### src/rtl/r_int.sv
// CIC interpolator rate-change stage: passes one input sample on phase 0 and
// stuffs R-1 zeros behind it. The output is registered with one clock of latency.
module r_int #(
    parameter int Win = 19,
    parameter int R   = 2000
) (
    input  logic                  clk,
    input  logic                  rst,
    input  logic                  val_in,
    input  logic signed [Win-1:0] data_in,
    output logic                  val_out,
    output logic signed [Win-1:0] data_out
);
    localparam int PW = (R > 1) ? $clog2(R) : 1;
    localparam logic [PW-1:0] PH_LAST = PW'(R - 1);

    logic [PW-1:0]         ph_q, ph_d;
    logic                  val_q, val_d;
    logic signed [Win-1:0] data_q, data_d;

    // The phase only advances while the stream is active, so a val_in gap
    // freezes it and the run resumes exactly where it stopped.
    always_comb begin
        ph_d   = ph_q;
        val_d  = 1'b0;
        data_d = '0;
        if (val_in) begin
            val_d = 1'b1;
            if (ph_q == '0) data_d = data_in;
            ph_d = (ph_q == PH_LAST) ? '0 : ph_q + PW'(1);
        end
    end

    always_ff @(posedge clk) begin
        if (rst) begin
            ph_q   <= '0;
            val_q  <= 1'b0;
            data_q <= '0;
        end else begin
            ph_q   <= ph_d;
            val_q  <= val_d;
            data_q <= data_d;
        end
    end

    assign val_out  = val_q;
    assign data_out = data_q;
endmodule

### config.mk
export PLATFORM = sky130hd
export DESIGN_NAME = r_int
export DESIGN_NICKNAME = d
export VERILOG_FILES = /design/src/rtl/r_int.sv
export SDC_FILE = /design/constraint.sdc
export NUM_CORES = 1
export LEC_CHECK = 0
export CELL_PAD_IN_SITES_DETAIL_PLACEMENT = 0
export CELL_PAD_IN_SITES_GLOBAL_PLACEMENT = 1
export CORE_ASPECT_RATIO = 0.6
export CORE_MARGIN = 4
export CORE_UTILIZATION = 34
export CTS_CLUSTER_DIAMETER = 40
export DETAILED_ROUTE_END_ITERATION = 16
export PLACE_DENSITY = 0.83
export SYNTH_ARGS = -nofsm -noshare
export SYNTH_HDL_FRONTEND = slang
export SYNTH_SLANG_ARGS = --single-unit
### constraint.sdc
create_clock -name clk -period 2.1 [get_ports clk]
set_input_delay 0.42 -clock clk [delete_from_list [all_inputs] [get_ports clk]]
set_output_delay 0.42 -clock clk [all_outputs]
set_load 0.05 [all_outputs]
==> qor.yml <==
global_route:
  grt_pass1_vias: 854
  grt_pass1_wl_um: 3910
  grt_use_total: 0.120
  grt_antenna_before_repair: 0
  grt_overflow: 0
  grt_max_degree: 20
floorplan:
  fp.dieW_um: 81.8
  ios: 42
  die_h_um: 52.3
  fp.dieArea_mm2: 0.00428
  coreArea_mm2: 0.00300
  initial_core_util: 0.370
  rows: 15
worst_setup_path:
  cp-startpoint: "data_out[1]$_SDFF_PP0_"
  slowest_delay_ns: 0.80
  reg2reg_to: "ph_q[8]$_SDFFE_PP0P_"
  cp.depth: 1
  worst-path-buf-inv: 1
  critical_path.slowest_cell: "clkdlybuf4s50_1"
  arrival_ns: 1.38
  critPathKind: "register to output port"
  worstPathMaxFanout: 1
  cp-endpoint: "data_out[1]"
  r2r_setup_slack_ns: 0.51
  required_ns: 1.68
  startpoint_type: "register"
  rr_startpoint: "ph_q[0]$_SDFFE_PP0P_"
  critPathCaptureType: "output port"
  ff2ff_path_depth: 4
  path_delay_family: "buffers and inverters"
  worstPathCellList: "clkdlybuf4s50_1"
logic_synthesis:
  yosys.cell_types.count: 29
  syn_nets: 129
  synth_top_area_frac: 0.558
  postSynthAreaPerCell_um2: 10.6
  yosys-top-cells-area: "dfxtp_1, and2_1, xor2_1"
  yosysWarnings: 0
  ys_ff_latch: 31
  yosysSeqAreaShare: 0.558
  syn_inst: 105
  synth_largest_area_cell: "dfxtp_1"
  syn_area_mm2: 0.00111
clock_network:
  clk_pin_slew_ns: 0.06
  numCtsBuffers: 5
  clk_path_buf_depth: 2
  cts_tree: "built"
  cts.sinks: 31
  ctsResizeCount: 0
  cts_setup_buffers: 0
  clk_latency_ns: 0.27
  cts.htree.levels: 2
  hold_buffers: 0
  clock-root-buffer: "clkbuf_8"
timing:
  final_max_slew_viol_count: 0
  worst_slew_pin_slew_ns: 0.512
  fin_crit_sh: 0.857
  finClkSkew_ns: 0.00257
  fmax_mhz: 556
  setup_slack_ns: 0.301
  relSlewSlack: 0.657
  finalSetupTns_ns: 0
  hold_viol: 0
  min_period_ns: 1.80
  rsz0062_at_grt: "no"
  finalSetupViolCount: 0
pwr:
  finalPower_mw: 1.28
  p_leak_nw: 0.644
  powerDensity_mw_per_mm2: 762
  ir_worst_vdd_v: 0.000513
drt:
  drc: 0
  finalWirelength_um: 2440
  drtIter0Drc: 62
  num_vias: 918
  post_drt_wl_per_cell_um: 12.4
  vias_per_cell: 4.66
  drtAntennaViolNets: 0
  drt_pass1_iterations: 4
place:
  place_hpwl_um: 1930
  dp_slack_ns: 0.155
  placement.cell_area_mm2: 0.00160
  globalplace.congestion: 0.826
  portBuffers: 41
flow_run:
  drv_cap: 0
worst_hold_path:
  min_path_type: "register to register"
final_layout:
  fillers: 273
  area_delta_synth_final_pct: 51.3
  drive_gt1_frac: 0.103
  finish.instance_area_mm2: 0.00168
  nNetsFinal: 179
  insertedDiodeCount: 0
status:
  status: "complete, no violations"
## cells by family after synthesis
group	share of synthesized area
adders and majority gates	0.0225
buffers and inverters	0.0259
xor gates and xnor gates	0.0315
muxes	0.00900
AOI/OAI and AO/OA	0.0900
and+or+nand+nor	0.263
DFF	0.558
## layout make-up
type | count | area [um2] | area share
well taps | 42 | 52.6 | 0.0312
repair buffers | 46 | 448 | 0.266
multi-input cells | 68 | 463 | 0.275
flip-flops and latches | 31 | 621 | 0.369
clock inverters | 1 | 5.00 | 0.00297
inverters | 3 | 11.3 | 0.00669
clock buffers | 6 | 82.6 | 0.0491
## registers in the layout, summed over array words and instances (netlist names)
name and count:
data_out 19, ph_q 11, val_out 1
## layer usage
metal | GRT usage | vias up | wire (um)
met1 | 0.155 | 424 | 1110
met3 | 0.0430 | 2 | 158
li1 | - | 461 | -
met2 | 0.192 | 31 | 1160
met5 | 0 | - | 0
met4 | 0.0249 | 0 | 17
## placed cells by master, fill, tap and decap left out, types with 2 or more instances in the layout
master and count:
ha_1 2, nor4_1 2, nor2_1 6, dfxtp_1 31
buf_4 5, xor2_1 3, a31oi_1 2, clkbuf_8 6
a21oi_1 3, o21ai_0 3, or3_1 3, clkdlybuf4s50_1 41
or4_1 2, inv_1 3, o221ai_1 2, nand4_1 3
nand2_1 5, and2_1 19, nand3_1 2
## tightest hold or removal path: stages (launching register included)
cell,delay (ns)
dfxtp_1,0.34
nand2_1,0.07
a31oi_1,0.07
## where the power goes
group          switching [mW]  leakage (nW)  internal (mW)  total [mW]
sequential             0.0147         0.252          0.616       0.631
clock                   0.190        0.0470          0.256       0.447
combinational           0.110         0.345         0.0955       0.205
## stage by stage
step / hold slack, ns / instances / util
floorplan: 0.474 / 105 / -
global placement: 0.511 / 190 / 0.531
detailed placement: 0.530 / 190 / 0.531
CTS: 0.541 / 197 / 0.560
global route: 0.574 / 197 / 0.560
finish: 0.539 / 197 / 0.560
## synthesized netlist by cell type
| cell type | number |
|---|---|
| dfxtp_1 | 31 |
| and2_1 | 19 |
| nor2_1 | 6 |
| nand2_1 | 5 |
| a21oi_1 | 3 |
| inv_1 | 3 |
| nand4_1 | 3 |
| o21ai_0 | 3 |
| or3_1 | 3 |
| xor2_1 | 3 |
| a31oi_1 | 2 |
| buf_2 | 2 |
| ha_1 | 2 |
| nand3_1 | 2 |
| nor4_1 | 2 |
| o221ai_1 | 2 |
| or4_1 | 2 |
| and4_1 | 1 |
| buf_4 | 1 |
| mux2i_1 | 1 |
| nand3_2 | 1 |
| nand4_2 | 1 |
| nor2b_1 | 1 |
| nor4b_1 | 1 |
| o21ba_1 | 1 |
| o31a_1 | 1 |
| o31ai_4 | 1 |
| or3b_4 | 1 |
| xnor2_1 | 1 |
## worst min-delay path by stage
| stage | startpoint | slack, ns | to | cells past startpoint |
|---|---|---|---|---|
| floorplan | ph_q[10]$_SDFFE_PP0P_ | 0.47 | ph_q[10]$_SDFFE_PP0P_ | 2 |
| global placement | ph_q[10]$_SDFFE_PP0P_ | 0.51 | ph_q[10]$_SDFFE_PP0P_ | 2 |
| detailed placement | ph_q[10]$_SDFFE_PP0P_ | 0.53 | ph_q[10]$_SDFFE_PP0P_ | 2 |
| CTS | ph_q[9]$_SDFFE_PP0P_ | 0.54 | ph_q[9]$_SDFFE_PP0P_ | 2 |
| global route | ph_q[10]$_SDFFE_PP0P_ | 0.57 | ph_q[10]$_SDFFE_PP0P_ | 2 |
| finish | ph_q[9]$_SDFFE_PP0P_ | 0.54 | ph_q[9]$_SDFFE_PP0P_ | 2 |
Note: power is estimated with default switching activity, not from simulation.
